## src/rtl/flute_pkg.sv

```systemverilog
// rtl/flute_pkg.sv - shared scan codes, note index type and lookup for the flute voice
package flute_pkg;

    localparam int NUM_NOTES = 8;

    localparam logic [7:0] SC_C     = 8'h16;
    localparam logic [7:0] SC_D     = 8'h1E;
    localparam logic [7:0] SC_E     = 8'h26;
    localparam logic [7:0] SC_F     = 8'h25;
    localparam logic [7:0] SC_G     = 8'h2E;
    localparam logic [7:0] SC_A     = 8'h36;
    localparam logic [7:0] SC_B     = 8'h3D;
    localparam logic [7:0] SC_C_HI  = 8'h3E;
    localparam logic [7:0] SC_SPACE = 8'h29;
    localparam logic [7:0] SC_BREAK = 8'hF0;
    localparam logic [7:0] SC_EXT   = 8'hE0;

    typedef logic [2:0] note_idx_t;

    typedef struct packed {
        logic      valid;
        note_idx_t idx;
    } note_lookup_t;

    typedef enum logic [1:0] {
        ST_IDLE,
        ST_BRK,
        ST_EXT,
        ST_EXT_BRK
    } seq_state_t;

    function automatic note_lookup_t code_to_index(input logic [7:0] code);
        note_lookup_t r;
        r.valid = 1'b1;
        r.idx   = 3'd0;
        case (code)
            SC_C:    r.idx = 3'd0;
            SC_D:    r.idx = 3'd1;
            SC_E:    r.idx = 3'd2;
            SC_F:    r.idx = 3'd3;
            SC_G:    r.idx = 3'd4;
            SC_A:    r.idx = 3'd5;
            SC_B:    r.idx = 3'd6;
            SC_C_HI: r.idx = 3'd7;
            default: r.valid = 1'b0;
        endcase
        return r;
    endfunction

endpackage

```

## src/rtl/ps2_seq_decoder.sv

```systemverilog
// rtl/ps2_seq_decoder.sv - PS/2 Set-2 prefix FSM with idle timeout, emits one event per code byte
module ps2_seq_decoder
    import flute_pkg::*;
#(
    parameter int TIMEOUT_CYCLES = 2_500_000
) (
    input  logic       i_clk,
    input  logic       i_reset,
    input  logic [7:0] i_data,
    input  logic       i_data_en,
    output logic [7:0] o_code,
    output logic       o_is_break,
    output logic       o_is_ext,
    output logic       o_valid
);

    localparam int CW = $clog2(TIMEOUT_CYCLES);
    localparam logic [CW-1:0] CNT_LAST = CW'(TIMEOUT_CYCLES - 1);

    seq_state_t    r_state;
    seq_state_t    w_next;
    logic [CW-1:0] r_cnt;
    logic          w_expire;

    assign w_expire = (r_state != ST_IDLE) && (r_cnt == CNT_LAST);

    always_ff @(posedge i_clk) begin
        if (i_reset) begin
            r_state <= ST_IDLE;
            r_cnt   <= '0;
        end else begin
            r_state <= w_next;
            // Counter holds at zero in IDLE and restarts on every byte
            if (i_data_en || r_state == ST_IDLE || w_expire)
                r_cnt <= '0;
            else
                r_cnt <= r_cnt + 1'b1;
        end
    end

    always_comb begin
        w_next     = r_state;
        o_code     = i_data;
        o_valid    = 1'b0;
        o_is_break = 1'b0;
        o_is_ext   = 1'b0;
        if (i_data_en) begin
            if (i_data == SC_EXT) begin
                w_next = ST_EXT;
            end else if (i_data == SC_BREAK) begin
                case (r_state)
                    ST_IDLE: w_next = ST_BRK;
                    ST_EXT:  w_next = ST_EXT_BRK;
                    default: w_next = r_state;
                endcase
            end else begin
                o_valid    = 1'b1;
                o_is_break = (r_state == ST_BRK) || (r_state == ST_EXT_BRK);
                o_is_ext   = (r_state == ST_EXT) || (r_state == ST_EXT_BRK);
                w_next     = ST_IDLE;
            end
        end else if (w_expire) begin
            w_next = ST_IDLE;
        end
    end

endmodule

```

## src/rtl/ps2_note_tracker.sv

```systemverilog
// rtl/ps2_note_tracker.sv - held-key bitmap and last-pressed-wins note arbitration for PS/2 input
module ps2_note_tracker
    import flute_pkg::*;
#(
    parameter int TIMEOUT_CYCLES = 2_500_000
) (
    input  logic       CLOCK_50,
    input  logic       reset,
    input  logic [7:0] received_data,
    input  logic       received_data_en,
    output logic [7:0] key_held,
    output logic       note_active,
    output logic [2:0] note_index,
    output logic       note_change
);

    logic [7:0]   w_code;
    logic         w_ev_break;
    logic         w_ev_ext;
    logic         w_ev_valid;
    note_lookup_t w_lookup;
    logic [7:0]   w_bit;
    logic [7:0]   w_held_clr;
    logic         w_fb_valid;
    note_idx_t    w_fb_idx;

    logic [7:0]   r_key_held;
    logic         r_note_active;
    note_idx_t    r_note_index;
    logic         r_note_change;
    logic [7:0]   w_held_n;
    logic         w_active_n;
    note_idx_t    w_idx_n;

    ps2_seq_decoder #(
        .TIMEOUT_CYCLES(TIMEOUT_CYCLES)
    ) u_dec (
        .i_clk      (CLOCK_50),
        .i_reset    (reset),
        .i_data     (received_data),
        .i_data_en  (received_data_en),
        .o_code     (w_code),
        .o_is_break (w_ev_break),
        .o_is_ext   (w_ev_ext),
        .o_valid    (w_ev_valid)
    );

    assign w_lookup   = code_to_index(w_code);
    assign w_bit      = 8'd1 << w_lookup.idx;
    assign w_held_clr = r_key_held & ~w_bit;

    // Fallback after releasing the current note: lowest index still held
    always_comb begin
        w_fb_valid = 1'b0;
        w_fb_idx   = '0;
        for (int i = NUM_NOTES - 1; i >= 0; i--) begin
            if (w_held_clr[i]) begin
                w_fb_valid = 1'b1;
                w_fb_idx   = note_idx_t'(i);
            end
        end
    end

    always_comb begin
        w_held_n   = r_key_held;
        w_active_n = r_note_active;
        w_idx_n    = r_note_index;
        if (w_ev_valid && !w_ev_ext) begin
            if (!w_ev_break) begin
                if (w_lookup.valid) begin
                    w_held_n   = r_key_held | w_bit;
                    w_active_n = 1'b1;
                    w_idx_n    = w_lookup.idx;
                end else if (w_code == SC_SPACE) begin
                    w_held_n   = '0;
                    w_active_n = 1'b0;
                    w_idx_n    = '0;
                end
            end else if (w_lookup.valid && (|(r_key_held & w_bit))) begin
                w_held_n = w_held_clr;
                if (r_note_index == w_lookup.idx) begin
                    w_active_n = w_fb_valid;
                    w_idx_n    = w_fb_idx;
                end
            end
        end
    end

    always_ff @(posedge CLOCK_50) begin
        if (reset) begin
            r_key_held    <= '0;
            r_note_active <= 1'b0;
            r_note_index  <= '0;
            r_note_change <= 1'b0;
        end else begin
            r_key_held    <= w_held_n;
            r_note_active <= w_active_n;
            r_note_index  <= w_idx_n;
            r_note_change <= (w_active_n != r_note_active) || (w_idx_n != r_note_index);
        end
    end

    assign key_held    = r_key_held;
    assign note_active = r_note_active;
    assign note_index  = r_note_index;
    assign note_change = r_note_change;

endmodule
```

## config.mk

```make
export PLATFORM = sky130hd
export DESIGN_NAME = ps2_note_tracker
export DESIGN_NICKNAME = d
export VERILOG_FILES = /design/src/rtl/flute_pkg.sv /design/src/rtl/ps2_seq_decoder.sv /design/src/rtl/ps2_note_tracker.sv
export SDC_FILE = /design/constraint.sdc
export NUM_CORES = 1
export LEC_CHECK = 0
export ABC_AREA = 1
export BUFFER_PORTS_ARGS = -buffer_cell sky130_fd_sc_hd__buf_2
export CAP_MARGIN = 15
export CORE_MARGIN = 5
export CORE_UTILIZATION = 50
export CTS_CLUSTER_DIAMETER = 80
export DETAILED_ROUTE_END_ITERATION = 16
export PLACE_DENSITY = 0.66
export SLEW_MARGIN = 20
export SYNTH_ARGS = -nofsm -noshare
export SYNTH_HDL_FRONTEND = slang
export SYNTH_SLANG_ARGS = --single-unit
```

## constraint.sdc

```tcl
create_clock -name CLOCK_50 -period 5.5 [get_ports CLOCK_50]
set_input_delay 0.825 -clock CLOCK_50 [delete_from_list [all_inputs] [get_ports CLOCK_50]]
set_output_delay 0.825 -clock CLOCK_50 [all_outputs]
set_load 0.1 [all_outputs]
```

==> results of run 1 <==
==> cells by family after synthesis <==
family | after synthesis | share of synthesized area
xor+xnor | 3 | 0.01142
flops | 37 | 0.3219
fa+ha+maj | 1 | 0.005437
simple gates | 198 | 0.4057
compound gates | 65 | 0.1620
buf+inv | 57 | 0.09352
==> worst max path at each step <==
stage                              to  slack, ns  cells after the start
2_1_floorplan  note_change$_SDFF_PP0_       3.03                     16
3_3_place_gp   note_change$_SDFF_PP0_       2.33                     15
3_5_place_dp   note_change$_SDFF_PP0_       2.32                     15
4_1_cts        note_change$_SDFF_PP0_       2.61                     15
5_1_grt        note_change$_SDFF_PP0_       2.32                     15
6_report       note_change$_SDFF_PP0_       2.59                     15
==> critical path, delay by kind of cell <==
family          cells  cell delay (ns)
compound gates      4             0.49
buf+inv             4             0.47
simple gates        7             1.33
==> cells in the mapped netlist, types with 2 or more instances <==
cell      count
clkbuf_1      4
nor2_4        3
a21oi_1      26
nand3_1      31
nand4_1       9
nor2_1       43
o21ai_1       2
inv_1        48
o21ai_0      21
xnor2_1       2
dfxtp_1      37
nand2_1      74
nand3_2       5
nor3b_1       3
inv_2         3
nor2_2        4
nor3_1       10
nor4_1        2
a211oi_1      5
nand2_2      11
a31oi_1       4
==> layer usage <==
layer / vias to the layer above / global-route usage / share of wire
met3: 14 / 0.03588 / 0.054
met4: 0 / 0.07560 / 0.023
met5: - / 0 / 0
li1: 1240 / - / -
met2: 52 / 0.3230 / 0.48
met1: 1075 / 0.2236 / 0.45
==> sequential cells by signal, summed over array words and instances, names as in the netlist <==
signal and cells:
u_dec.r_state 2, key_held 8, note_active 1, note_change 1, note_index 3, u_dec.r_cnt 22
==> where the power goes <==
group / leakage, nW / switching [mW] / total (mW) / internal [mW]
registers: 0.298 / 0.00181 / 0.271 / 0.270
logic: 0.705 / 0.0388 / 0.0514 / 0.0126
clock network: 0.0433 / 0.0960 / 0.195 / 0.0990
==> layout make-up <==
class | count | share of cell area
multi-input combinational | 267 | 0.5272
sequential | 37 | 0.2903
inverter | 52 | 0.07651
timing repair buffer | 23 | 0.04512
clock buffer | 6 | 0.03237
tap | 52 | 0.02550
clock inverter | 1 | 0.002943
==> per-stage QoR <==
stage	hold WS [ns]	utilization	area, µm²	cells
after floorplan	0.4175	-	2301	361
after global placement	0.4324	0.5575	2461	431
after detailed placement	0.4498	0.5575	2461	431
after CTS	0.4676	0.5779	2551	438
after global routing	0.4877	0.5779	2551	438
final	0.4592	0.5779	2551	438
==> impl_metrics.py, run 1 <==
metrics = {
    "critical_path": {
        "crit_path_start_kind": "input pin",
        "crit_type": "in2reg",
        "crit_fanout": 14,
        "slowest_stage": "nor2_1",
        "reg2reg_depth": 11,
        "r2r-end": "u_dec.r_cnt[17]$_SDFF_PP0_",
        "arrival_ns": 3.13,
        "critPathLaunch": "received_data[2]",
        "r2r_start": "u_dec.r_cnt[0]$_SDFF_PP0_",
        "ff2ff_setup_slack_ns": 2.79,
        "path_cells": "buf_2, inv_1, nand4_1, nor3_1, a21oi_1, inv_1, nor2_1, inv_1, nand2_2, a21oi_1, nor2_1, nand2_1, o21ai_0, nor2_1, a21oi_1",
        "required_ns": 5.72,
        "cpPeakStageDelay_ns": 0.70,
        "end_kind": "register",
    },
    "synthesis": {
        "synth_area_leaders": "dfxtp_1 32%, nand2_1 12%, inv_1 7.8%",
        "syn-cell-area_um2": 2301,
        "ys_seq_elements": 37,
        "netlist_instances": 361,
        "synth_nets": 373,
        "avgSynthCellArea_um2": 6.374,
        "synth_top_area_share": 0.3219,
        "synth_edf_count": 0,
        "synthFlopType": "dfxtp_1",
        "synth_warnings": 0,
        "async_flop_share": 0,
        "synth-seq-area-share": 0.3219,
        "synth_top_area_cell": "dfxtp_1",
        "yosysUniqueCellTypes": 35,
    },
    "clock_network": {
        "cts_tree": "built",
        "htreeDepth": 2,
        "cts_sinks": 37,
        "hold_buffers": 0,
        "root_buffer": "clkbuf_8",
        "path_clk_slew_ns": 0.07,
        "cts_setup_buffers": 0,
        "cts_resized": 0,
        "clk_path_buf_depth": 2,
        "cts_made_buffers": 5,
        "clock_latency_ns": 0.29,
    },
    "route": {
        "drtAntennaViolNets": 0,
        "first_pass_iters": 4,
        "viasPerCell": 5.436,
        "drc_errors": 0,
        "drtIter0Drc": 117,
        "vias": 2381,
        "wl_um": 5452,
        "wl_per_cell_um": 12.45,
    },
    "final_layout": {
        "layout_commonest_cell": "nand2_1",
        "antennaDiodeCount": 0,
        "final_cell_mix": "74 x nand2_1, 48 x inv_1, 43 x nor2_1",
        "layout.nets": 398,
        "ff_latch_area_um2": 740.7,
        "fillCellCount": 446,
        "area_delta_synth_final_pct": 10.88,
        "multiInputGateArea_um2": 1345,
        "layout-drive-gt1-share": 0.1554,
    },
    "global_routing": {
        "track_usage": 0.1863,
        "grt_pass1_wl_um": 9384,
        "antenna_found_initial": 0,
        "grt_pass1_vias": 2174,
        "overflow": 0,
        "grt_max_degree": 18,
    },
    "min_path": {
        "hold_class": "reg2reg",
        "min-delay-start": "u_dec.r_cnt[0]$_SDFF_PP0_",
        "hold_end": "u_dec.r_cnt[0]$_SDFF_PP0_",
        "hold_depth": 1,
    },
    "place": {
        "preCtsSetupSlack_ns": 2.320,
        "place.port_buffers": 23,
        "place.gp.congestion": 0.8629,
        "dp_hpwl_um": 4210,
    },
    "sta": {
        "max_slew_margin": 0.3813,
        "rsz0062_at_grt": "false",
        "hold_violations": 0,
        "setup_ws_ns": 2.592,
        "post-route-period-util": 0.5287,
        "setup_violations": 0,
        "fmax_mhz": 343.9,
        "worst_pin_slew_ns": 0.9246,
        "finClkSkew_ns": 0.007488,
        "fin_tns_setup_ns": 0,
        "period_needed_ns": 2.908,
        "slew_violations": 0,
    },
    "die": {
        "fp.coreArea_um2": 4414,
        "die-area_um2": 6058,
        "die_x_um": 77.84,
        "start_util": 0.5213,
        "rows": 24,
        "dieHeight_um": 77.84,
        "design.portCount": 24,
    },
    "power": {
        "cellPowerDensity_nw_per_um2": 203.0,
        "leakage_nw": 1.047,
        "totalPowerFinal_mw": 0.5178,
        "ir_drop_v": 0.0001422,
    },
    "run": {
        "max_cap_viol_count": 0,
    },
    "run_status": {
        "status": "complete, no violations",
    },
}
(Power assumes the default switching activity.)
==> run 2: changes to the inputs <==
ABC_AREA = 0   (was 1)
clock period = 2.7 ns   (was 5.5 ns; I/O delays follow)
==> run 2 against run 1 <==
  * Power grew 110%
  * Sequential power increased by 110%
  * Global-route usage increased by 2.5 points
  * Sequential share of layout area fell by 4.9 points
  * Flip-flop and latch count unchanged
  * Highest routed layer unchanged
  * Critical endpoint unchanged
  * Clock skew increased by 0.0015 ns
==> impl_metrics.py, run 2 <==
metrics = {
    "run_status": {
        "status": "complete, no violations",
    },
    "synthesis": {
        "syn-cell-area_um2": 2634,
        "ys_seq_elements": 37,
        "synthFlopType": "dfxtp_1",
        "synth_top_family_by_area": "simple AND/OR/NAND/NOR gates",
        "synth_fa_ha_area_frac": 0.004751,
        "synth_nets": 327,
        "synth_warnings": 0,
        "netlist_instances": 315,
        "avgSynthCellArea_um2": 8.361,
        "synth_area_leaders": "dfxtp_1 28%, nor2_1 7.0%, xor2_1 4.3%",
        "synth_top_area_cell": "dfxtp_1",
        "synth_edf_count": 0,
        "yosysUniqueCellTypes": 84,
        "synth_mux_area_frac": 0.02043,
        "async_flop_share": 0,
        "synth-seq-area-share": 0.2812,
        "post-synth-top-count-cell": "nor2_1",
        "netlist_top_cells_count": "49 x nor2_1, 37 x dfxtp_1, 26 x nand2_1, 16 x a21oi_1, 15 x o21ai_0",
        "synth_compound_area_frac": 0.2504,
        "synth_top_area_share": 0.2812,
        "yosys.area_share.simple": 0.3088,
        "synth_xor_area_frac": 0.07268,
    },
    "clock_network": {
        "hold_buffers": 0,
        "cts_resized": 0,
        "cts_made_buffers": 5,
        "htreeDepth": 2,
        "cts_tree": "built",
        "clock_latency_ns": 0.29,
        "root_buffer": "clkbuf_8",
        "cts_setup_buffers": 0,
        "clk_path_buf_depth": 2,
        "path_clk_slew_ns": 0.08,
        "cts_sinks": 37,
    },
    "final_layout": {
        "final_cell_mix": "49 x nor2_1, 38 x buf_4, 37 x dfxtp_1",
        "layout_commonest_cell": "nor2_1",
        "antennaDiodeCount": 0,
        "largest_reg_flops": 22,
        "regMostFlops": "u_dec.r_cnt",
        "layout.nets": 379,
        "utilization": 0.6007,
        "area_delta_synth_final_pct": 16.48,
        "layout-drive-gt1-share": 0.2853,
    },
    "power": {
        "cellPowerDensity_nw_per_um2": 359.1,
        "ir_drop_v": 0.0002715,
        "leakage_nw": 1.124,
        "totalPowerFinal_mw": 1.102,
    },
    "place": {
        "dp_hpwl_um": 5017,
        "place.port_buffers": 23,
        "preCtsSetupSlack_ns": -0.1105,
        "place.gp.congestion": 0.9073,
    },
    "global_routing": {
        "grt_pass1_vias": 2411,
        "grt_pass1_wl_um": 11170,
        "track_usage": 0.2116,
        "grt_max_degree": 15,
        "antenna_found_initial": 0,
        "overflow": 0,
    },
    "critical_path": {
        "r2r-end": "note_change$_SDFF_PP0_",
        "r2r_start": "u_dec.r_state[0]$_SDFFE_PP0P_",
        "arrival_ns": 2.72,
        "crit_path_start_kind": "input pin",
        "reg2reg_depth": 8,
        "end_kind": "register",
        "crit_type": "in2reg",
        "ff2ff_setup_slack_ns": 0.46,
        "required_ns": 2.89,
        "crit_fanout": 6,
    },
    "sta": {
        "max_slew_margin": 0.3891,
        "slew_violations": 0,
        "fmax_mhz": 395.0,
        "finClkSkew_ns": 0.008948,
        "setup_ws_ns": 0.1682,
        "post-route-period-util": 0.9377,
        "worst_pin_slew_ns": 0.9163,
        "hold_violations": 0,
        "setup_violations": 0,
        "fin_tns_setup_ns": 0,
        "rsz0062_at_grt": "false",
        "period_needed_ns": 2.532,
    },
    "route": {
        "drtIter0Drc": 112,
        "viasPerCell": 5.689,
        "drc_errors": 0,
        "drtAntennaViolNets": 0,
        "wl_per_cell_um": 14.92,
        "vias": 2492,
        "first_pass_iters": 4,
        "wl_um": 6537,
    },
    "min_path": {
        "hold_depth": 2,
        "hold_class": "in2reg",
        "hold_end": "key_held[0]$_SDFFE_PP0P_",
        "min-delay-start": "reset",
    },
    "die": {
        "fp.coreArea_um2": 5107,
        "start_util": 0.5157,
        "die-area_um2": 6819,
        "design.portCount": 24,
        "dieHeight_um": 82.58,
        "rows": 26,
        "die_x_um": 82.58,
    },
    "run": {
        "max_cap_viol_count": 0,
    },
}
==> run 2: how the worst max path moves through the flow <==
| stage | depth (start not counted) | startpoint | to |
|---|---|---|---|
| global route | 10 | received_data[7] | note_change$_SDFF_PP0_ |
| floorplan | 10 | received_data[5] | note_index[2]$_SDFF_PP0_ |
| detailed placement | 10 | received_data[7] | note_change$_SDFF_PP0_ |
| finish | 10 | received_data[7] | note_change$_SDFF_PP0_ |
| CTS | 10 | received_data[7] | note_change$_SDFF_PP0_ |
| global placement | 10 | received_data[4] | note_change$_SDFF_PP0_ |
==> run 2: metrics by stage <==
step / instances / hold WS, ns / area (µm²)
floorplan: 315 / 0.4295 / 2634
global placement: 430 / 0.4426 / 2985
detailed placement: 430 / 0.4589 / 2985
CTS: 438 / 0.4590 / 3068
global route: 438 / 0.4654 / 3068
finish: 438 / 0.4604 / 3068
==> run 2: critical path: stages <==
cell	delay (ns)
buf_2	0.14
or4b_1	0.58
buf_4	0.20
o21ai_1	0.24
nand2_1	0.10
o31ai_1	0.25
nand3_1	0.19
mux2_2	0.27
o221ai_1	0.11
a32o_2	0.24
==> run 2: layout make-up <==
cell class              count  area, µm²
fillers                   472       2039
multi-input cells         255       1730
flip-flops and latches     37      740.7
repair buffers             61      400.4
well taps                  70      87.58
clock buffers               6      72.57
inverters                   7      26.28
clock inverters             2      10.01
==> run 2: cells by family (layout without fill, tap and decap cells) <==
kind of cell             count (synthesis)  count (layout)
XOR/XNOR                                21              21
adder cells (fa/ha/maj)                  1               1
buffers and inverters                   23              76
multiplexers                             5               5
AND/OR/NAND/NOR                        145             145
flip-flops                              37              37
AO/OA/AOI/OAI                           83              83
==> run 2: routing by layer <==
layer / vias up / part of all wire / track usage
met5: - / 0 / 0
li1: 1275 / - / -
met1: 1156 / 0.46 / 0.2599
met4: 0 / 0.022 / 0.07680
met2: 47 / 0.49 / 0.3678
met3: 14 / 0.035 / 0.03796
==> run 2: report_power, final <==
group / leakage, nW / internal, mW / switching [mW]
logic: 0.780 / 0.0636 / 0.107
clock network: 0.0450 / 0.179 / 0.192
registers: 0.299 / 0.550 / 0.00990
total: 1.12 / 0.793 / 0.309
